==> src/rtl/tqvp_bus_pkg.sv <==
// Shared definitions for the TinyQV bus initiator: size encodings, idle strobe,
// FSM states, the queued command layout and the size-to-byte-mask helper.
package tqvp_bus_pkg;

  localparam logic [1:0] SZ_8        = 2'b00;
  localparam logic [1:0] SZ_16       = 2'b01;
  localparam logic [1:0] SZ_32       = 2'b10;
  localparam logic [1:0] SZ_BAD      = 2'b11;
  localparam logic [1:0] STROBE_IDLE = 2'b11;

  localparam int CMD_W = 41;

  typedef enum logic [1:0] {
    ST_IDLE  = 2'b00,
    ST_WRITE = 2'b01,
    ST_READ  = 2'b10,
    ST_RESP  = 2'b11
  } state_e;

  typedef struct packed {
    logic        write;
    logic [1:0]  size;
    logic [5:0]  addr;
    logic [31:0] wdata;
  } cmd_t;

  function automatic logic [31:0] size_mask(input logic [1:0] size);
    logic [31:0] mask;
    case (size)
      SZ_8:    mask = 32'h0000_00FF;
      SZ_16:   mask = 32'h0000_FFFF;
      SZ_32:   mask = 32'hFFFF_FFFF;
      default: mask = 32'h0000_0000;
    endcase
    return mask;
  endfunction

endpackage

==> src/rtl/tqvp_cmd_fifo.sv <==
// Synchronous command FIFO. Flags derive from a registered occupancy count only,
// so the upstream ready never depends combinationally on the consumer.
module tqvp_cmd_fifo #(
  parameter int DEPTH = 4,
  parameter int WIDTH = 41
) (
  input  logic             clk,
  input  logic             rst_n,
  input  logic             push_i,
  input  logic [WIDTH-1:0] data_i,
  input  logic             pop_i,
  output logic [WIDTH-1:0] data_o,
  output logic             full_o,
  output logic             empty_o
);

  localparam int AW = (DEPTH > 1) ? $clog2(DEPTH) : 1;

  logic [WIDTH-1:0] mem_q [DEPTH];
  logic [AW-1:0]    wr_ptr_q, wr_ptr_d;
  logic [AW-1:0]    rd_ptr_q, rd_ptr_d;
  logic [AW:0]      count_q, count_d;
  logic             do_push_s;
  logic             do_pop_s;

  assign full_o    = (count_q == (AW+1)'(DEPTH));
  assign empty_o   = (count_q == '0);
  assign do_push_s = push_i & ~full_o;
  assign do_pop_s  = pop_i & ~empty_o;
  assign data_o    = mem_q[rd_ptr_q];

  // Pointer and occupancy next-state; power-of-two depth lets pointers wrap naturally.
  always_comb begin
    wr_ptr_d = wr_ptr_q;
    rd_ptr_d = rd_ptr_q;
    count_d  = count_q;
    if (do_push_s) begin
      wr_ptr_d = wr_ptr_q + AW'(1);
    end else begin
      wr_ptr_d = wr_ptr_q;
    end
    if (do_pop_s) begin
      rd_ptr_d = rd_ptr_q + AW'(1);
    end else begin
      rd_ptr_d = rd_ptr_q;
    end
    if (do_push_s && !do_pop_s) begin
      count_d = count_q + (AW+1)'(1);
    end else if (do_pop_s && !do_push_s) begin
      count_d = count_q - (AW+1)'(1);
    end else begin
      count_d = count_q;
    end
  end

  always_ff @(posedge clk or negedge rst_n) begin
    if (!rst_n) begin
      wr_ptr_q <= '0;
      rd_ptr_q <= '0;
      count_q  <= '0;
    end else begin
      wr_ptr_q <= wr_ptr_d;
      rd_ptr_q <= rd_ptr_d;
      count_q  <= count_d;
    end
  end

  // Storage needs no reset: a slot is only read after it has been written.
  always_ff @(posedge clk) begin
    if (do_push_s) begin
      mem_q[wr_ptr_q] <= data_i;
    end
  end

endmodule

==> src/rtl/tqvp_bus_initiator.sv <==
// Replays queued commands onto the TinyQV peripheral bus, one access at a time,
// and returns exactly one response per command.
import tqvp_bus_pkg::*;

module tqvp_bus_initiator #(
  parameter int FIFO_DEPTH     = 4,
  parameter int TIMEOUT_CYCLES = 16
) (
  input  logic        clk,
  input  logic        rst_n,
  input  logic        cmd_valid,
  output logic        cmd_ready,
  input  logic        cmd_write,
  input  logic [1:0]  cmd_size,
  input  logic [5:0]  cmd_addr,
  input  logic [31:0] cmd_wdata,
  output logic        rsp_valid,
  input  logic        rsp_ready,
  output logic        rsp_write,
  output logic        rsp_err,
  output logic [31:0] rsp_rdata,
  output logic [5:0]  per_address,
  output logic [31:0] per_data_in,
  output logic [1:0]  per_data_write_n,
  output logic [1:0]  per_data_read_n,
  input  logic [31:0] per_data_out,
  input  logic        per_data_ready,
  output logic        busy
);

  localparam int TW = (TIMEOUT_CYCLES > 1) ? $clog2(TIMEOUT_CYCLES) : 1;
  localparam logic [TW-1:0] TMO_LAST = TW'(TIMEOUT_CYCLES - 1);

  state_e      state_q, state_d;
  logic [5:0]  addr_q, addr_d;
  logic [31:0] din_q, din_d;
  logic [1:0]  wn_q, wn_d;
  logic [1:0]  rn_q, rn_d;
  logic        rsp_valid_q, rsp_valid_d;
  logic        rsp_write_q, rsp_write_d;
  logic        rsp_err_q, rsp_err_d;
  logic [31:0] rsp_rdata_q, rsp_rdata_d;
  logic [1:0]  rsize_q, rsize_d;
  logic [TW-1:0] tmo_q, tmo_d;

  logic             fifo_full_s;
  logic             fifo_empty_s;
  logic             fifo_pop_s;
  logic [CMD_W-1:0] fifo_head_raw_s;
  cmd_t             head_s;
  cmd_t             push_cmd_s;

  assign push_cmd_s = '{write: cmd_write, size: cmd_size, addr: cmd_addr, wdata: cmd_wdata};
  assign head_s     = cmd_t'(fifo_head_raw_s);

  tqvp_cmd_fifo #(
    .DEPTH (FIFO_DEPTH),
    .WIDTH (CMD_W)
  ) u_fifo (
    .clk     (clk),
    .rst_n   (rst_n),
    .push_i  (cmd_valid),
    .data_i  (push_cmd_s),
    .pop_i   (fifo_pop_s),
    .data_o  (fifo_head_raw_s),
    .full_o  (fifo_full_s),
    .empty_o (fifo_empty_s)
  );

  assign cmd_ready        = ~fifo_full_s;
  assign busy             = (state_q != ST_IDLE) | ~fifo_empty_s;
  assign per_address      = addr_q;
  assign per_data_in      = din_q;
  assign per_data_write_n = wn_q;
  assign per_data_read_n  = rn_q;
  assign rsp_valid        = rsp_valid_q;
  assign rsp_write        = rsp_write_q;
  assign rsp_err          = rsp_err_q;
  assign rsp_rdata        = rsp_rdata_q;

  // Access sequencer: next state plus next value of every registered output.
  always_comb begin
    state_d     = state_q;
    addr_d      = addr_q;
    din_d       = din_q;
    wn_d        = wn_q;
    rn_d        = rn_q;
    rsp_valid_d = rsp_valid_q;
    rsp_write_d = rsp_write_q;
    rsp_err_d   = rsp_err_q;
    rsp_rdata_d = rsp_rdata_q;
    rsize_d     = rsize_q;
    tmo_d       = tmo_q;
    fifo_pop_s  = 1'b0;
    case (state_q)
      ST_IDLE: begin
        if (!fifo_empty_s) begin
          fifo_pop_s = 1'b1;
          rsize_d    = head_s.size;
          if (head_s.size == SZ_BAD) begin
            state_d     = ST_RESP;
            rsp_valid_d = 1'b1;
            rsp_write_d = head_s.write;
            rsp_err_d   = 1'b1;
            rsp_rdata_d = 32'h0000_0000;
          end else if (head_s.write) begin
            state_d = ST_WRITE;
            wn_d    = head_s.size;
            addr_d  = head_s.addr;
            din_d   = head_s.wdata & size_mask(head_s.size);
          end else begin
            state_d = ST_READ;
            rn_d    = head_s.size;
            addr_d  = head_s.addr;
            tmo_d   = '0;
          end
        end else begin
          state_d = ST_IDLE;
        end
      end
      ST_WRITE: begin
        wn_d        = STROBE_IDLE;
        din_d       = 32'h0000_0000;
        state_d     = ST_RESP;
        rsp_valid_d = 1'b1;
        rsp_write_d = 1'b1;
        rsp_err_d   = 1'b0;
        rsp_rdata_d = 32'h0000_0000;
      end
      ST_READ: begin
        if (per_data_ready) begin
          rn_d        = STROBE_IDLE;
          state_d     = ST_RESP;
          rsp_valid_d = 1'b1;
          rsp_write_d = 1'b0;
          rsp_err_d   = 1'b0;
          rsp_rdata_d = per_data_out & size_mask(rsize_q);
        end else if (tmo_q == TMO_LAST) begin
          // This edge is the TIMEOUT_CYCLES-th consecutive one without ready.
          rn_d        = STROBE_IDLE;
          state_d     = ST_RESP;
          rsp_valid_d = 1'b1;
          rsp_write_d = 1'b0;
          rsp_err_d   = 1'b1;
          rsp_rdata_d = 32'h0000_0000;
        end else begin
          tmo_d = tmo_q + TW'(1);
        end
      end
      ST_RESP: begin
        if (rsp_ready) begin
          state_d     = ST_IDLE;
          rsp_valid_d = 1'b0;
          rsp_write_d = 1'b0;
          rsp_err_d   = 1'b0;
          rsp_rdata_d = 32'h0000_0000;
        end else begin
          state_d = ST_RESP;
        end
      end
      default: begin
        state_d     = ST_IDLE;
        wn_d        = STROBE_IDLE;
        rn_d        = STROBE_IDLE;
        rsp_valid_d = 1'b0;
      end
    endcase
  end

  // State and output registers; reset abandons any access in flight.
  always_ff @(posedge clk or negedge rst_n) begin
    if (!rst_n) begin
      state_q     <= ST_IDLE;
      addr_q      <= 6'd0;
      din_q       <= 32'h0000_0000;
      wn_q        <= STROBE_IDLE;
      rn_q        <= STROBE_IDLE;
      rsp_valid_q <= 1'b0;
      rsp_write_q <= 1'b0;
      rsp_err_q   <= 1'b0;
      rsp_rdata_q <= 32'h0000_0000;
      rsize_q     <= SZ_8;
      tmo_q       <= '0;
    end else begin
      state_q     <= state_d;
      addr_q      <= addr_d;
      din_q       <= din_d;
      wn_q        <= wn_d;
      rn_q        <= rn_d;
      rsp_valid_q <= rsp_valid_d;
      rsp_write_q <= rsp_write_d;
      rsp_err_q   <= rsp_err_d;
      rsp_rdata_q <= rsp_rdata_d;
      rsize_q     <= rsize_d;
      tmo_q       <= tmo_d;
    end
  end

endmodule

==> config.mk <==
export PLATFORM = sky130hd
export DESIGN_NAME = tqvp_bus_initiator
export DESIGN_NICKNAME = d
export VERILOG_FILES = /design/src/rtl/tqvp_bus_pkg.sv /design/src/rtl/tqvp_cmd_fifo.sv /design/src/rtl/tqvp_bus_initiator.sv
export SDC_FILE = /design/constraint.sdc
export NUM_CORES = 1
export LEC_CHECK = 0
export ABC_AREA = 1
export ABC_CLOCK_PERIOD_IN_PS = 4100
export BUFFER_PORTS_ARGS = -buffer_cell sky130_fd_sc_hd__buf_2
export CORE_MARGIN = 8
export CORE_UTILIZATION = 57
export DETAILED_ROUTE_END_ITERATION = 8
export GPL_TIMING_DRIVEN = 0
export PLACE_DENSITY = 0.79
export SYNTH_ARGS = -nofsm -noshare
export SYNTH_HDL_FRONTEND = slang
export SYNTH_HIERARCHICAL = 1
export SYNTH_SLANG_ARGS = --single-unit
==> constraint.sdc <==
create_clock -name clk -period 4.1 [get_ports clk]
set_clock_uncertainty 0.2 [all_clocks]
set_input_delay 0.205 -clock clk [delete_from_list [all_inputs] [get_ports clk]]
set_output_delay 0.205 -clock clk [all_outputs]
set_load 0.01 [all_outputs]
==> flow_summary_export.csv <==
group,metric,value,unit
run_status,outcome,"complete, no violations",
sta,post-route-period-util,0.8142,
floorplan,dieArea,24060,um^2
power_and_ir_drop,power_density,717.6,nW/um^2
sta,hold_viol_final,0,
placement,gp_congestion,0.8296,
logic_synthesis,synthFlopType,"edfxtp_1",
cells_and_area,layout-drive-gt1-share,0.2526,
clock_tree,htreeDepth,1,
logic_synthesis,synth.cell_area,11030,um^2
worst_setup_path,worstPathArrival,3.60,ns
logic_synthesis,yosys_warnings,6,
floorplan,ioPinCount,157,
clock_tree,clk_pin_slew,0.06,ns
logic_synthesis,yosys.area_share.simple,0.1564,
worst_setup_path,critPathCaptureType,"flip-flop",
worst_setup_path,path_class,"flip-flop to flip-flop",
sta,fin_ws,0.7619,ns
floorplan,fp.dieH,155.1,um
placement,hpwl,17.62,mm
power_and_ir_drop,max-vdd-ir-drop,0.0005060,V
global_routing,grt_pass1_wl,44.76,mm
sta,setup_viol,0,
logic_synthesis,synth_top_area_share,0.4465,
worst_setup_path,reg2reg_slack,0.76,ns
global_routing,grt_max_degree,48,
floorplan,row_count,51,
detailed_routing,dr.pass1.iters,5,
detailed_routing,vias,8154,
logic_synthesis,ys_seq_area_frac,0.6556,
sta,rsz0062_at_grt,"no",
clock_tree,clk_latency,0.52,ns
power_and_ir_drop,finalPower,10.00,mW
sta,slew_headroom,0.3905,
floorplan,die_w,155.1,um
logic_synthesis,synth-xor-area-share,0.001588,
clock_tree,cts_buffers,25,
logic_synthesis,synth_commonest_cells,"278 x nand2_1, 164 x edfxtp_1, 111 x inv_1",
clock_tree,cts_max_path_buffers,3,
global_routing,grt.total_usage,0.2330,
clock_tree,cts-root-buf,"clkbuf_16",
logic_synthesis,synth_top_area_cell,"edfxtp_1",
detailed_routing,viasPerCell,5.333,
logic_synthesis,ys_types,27,
min_path,hp-class,"primary input to async pin",
detailed_routing,drcViolationCount,0,
logic_synthesis,ys_async_sr_fraction,0.3594,
worst_setup_path,required,4.36,ns
flow_run,drv_cap,0,
sta,finalCriticalPeriod,3.338,ns
sta,max_freq,299.6,MHz
clock_tree,cts_tree,"yes",
global_routing,grt_overflow,0,
logic_synthesis,synth_most_common_cell,"nand2_1",
logic_synthesis,ys_ff_latch,256,
cells_and_area,syn2layout_area_growth,26.34,%
cells_and_area,final_util,0.7256,
logic_synthesis,synth_cells,979,
worst_setup_path,worstPathMaxFanout,10,
worst_setup_path,worstSetupStartpointType,"flip-flop",
logic_synthesis,synthesis.nets,1073,
detailed_routing,routed_wl,27.90,mm
clock_tree,clock-sinks,256,
logic_synthesis,synthMuxAreaShare,0,
sta,tightest_slew,0.9121,ns
floorplan,core_area,19210,um^2
cells_and_area,nNetsFinal,1338,
sta,drv_slew,0,
placement,portBuffers,156,
clock_tree,cts-resized-gates,0,
global_routing,antenna_found_initial,1,
detailed_routing,postRouteAntennaNets,0,
logic_synthesis,synth_top_family_by_area,"simple AND/OR/NAND/NOR gates",
detailed_routing,drt_iter0_drc,598,
global_routing,grt_pass1_vias,8659,
logic_synthesis,yosys-top-cells-area,"edfxtp_1 45%, dfrtp_1 20%, nand2_1 9.5%",
detailed_routing,wire_per_inst,18.25,um
logic_synthesis,yosys.area_share.adder,0.01883,
logic_synthesis,syn_area_per_cell,11.27,um^2
power_and_ir_drop,p_leak,6.380,nW
logic_synthesis,synth-edff-count,164,
floorplan,start_util,0.5743,
logic_synthesis,synth_compound_area_frac,0.09619,
placement,pre_cts_ws,0.8399,ns
## area by class of cell
cell class,instances,area (um^2)
well taps,265,331.6
clock inverters,17,221.5
clock buffers,29,650.6
diodes,1,2.502
fillers,1279,5271
inverters,118,442.9
multi-input cells,558,3042
plain buffers,47,344.1
flip-flops and latches,256,7232
repair buffers,238,1669
## metrics by stage
step | setup TNS (ns) | instance area (um^2) | instances | hold slack [ns]
detailed placement | 0 | 12290 | 1405 | 0.06148
global route | 0 | 13930 | 1528 | 0.1130
CTS | 0 | 13930 | 1528 | 0.05906
finish | 0 | 13940 | 1529 | 0.02975
global placement | -63.76 | 12140 | 1400 | 0.2203
floorplan | 0 | 11030 | 979 | -0.2906
## registers in the layout, indices dropped and copies added, names as in the netlist
register	flops
u_fifo/count_q	3
per_data_write_n	2
u_fifo/wr_ptr_q	2
rsize_q	2
per_data_read_n	2
per_address	6
rsp_rdata	32
tmo_q	4
rsp_valid	1
u_fifo/rd_ptr_q	2
rsp_write	1
state_q	2
per_data_in	32
rsp_err	1
u_fifo/mem_q	164
## repair_timing
item,4_1_cts,5_1_grt
setup buffers,0,0
hold endpoints to repair,286,0
hold buffers,77,0
## logic make-up (layout without fill, tap and decap cells)
logic type,Yosys count,count (layout)
flops,256,256
fa+ha+maj,16,16
buf+inv,165,449
other cells,0,1
xor+xnor,2,2
compound gates,128,128
simple gates,412,412
## final timing paths
check | start | to | cells after the start
worst max-delay path | u_fifo/rd_ptr_q[0] | per_data_in[28] | 12
worst min-delay path | rst_n | rsp_rdata[0] | 2
worst max register to register | u_fifo/rd_ptr_q[0] | per_data_in[28] | 12
worst min register to register | per_address[4] | per_address[4] | 2
max in group asynchronous | rst_n | per_data_write_n[1] | 3
min in group clk | cmd_wdata[3] | u_fifo/mem_q[2][3] | 2
## placed cells by master, fill, tap and decap left out, types with 6 or more instances in the layout
cell           instances
dlygate4sd3_1         77
buf_4                  9
ha_1                  15
nand2_1              278
nor2_1                22
o211ai_2              43
inv_2                  6
o211ai_1              39
o21ai_0               21
clkbuf_1              12
o21ai_1               23
nand3_1               81
dfrtp_1               88
buf_2                169
inv_1                111
nand2_2               18
edfxtp_1             164
buf_6                 16
clkbuf_16             25
## where the power goes
group / switching (mW) / leakage (nW) / internal, mW
sequential: 0.255 / 2.71 / 3.41
clock: 0.963 / 0.417 / 1.46
combinational: 2.63 / 3.25 / 1.29
total: 3.85 / 6.38 / 6.16
## per-layer routing
layer	GRT usage	vias up	part of all wire
met5	0	-	0
met4	0.07606	0	0.022
met3	0.04660	59	0.077
met2	0.4112	327	0.50
met1	0.2818	3947	0.40
li1	-	3821	-
## worst max-delay path, stage by stage (launching register included)
cell and delay (ns):
dfrtp_1 0.44, inv_2 0.12, clkbuf_1 0.48, nand2_1 0.14
o211ai_2 0.09, nand2_1 0.14, inv_1 0.11, ha_1 0.15
inv_1 0.04, nor2_1 0.50, clkbuf_1 0.53, nand3_1 0.23
nand2_1 0.10
Power figures use the tool's default switching activity.
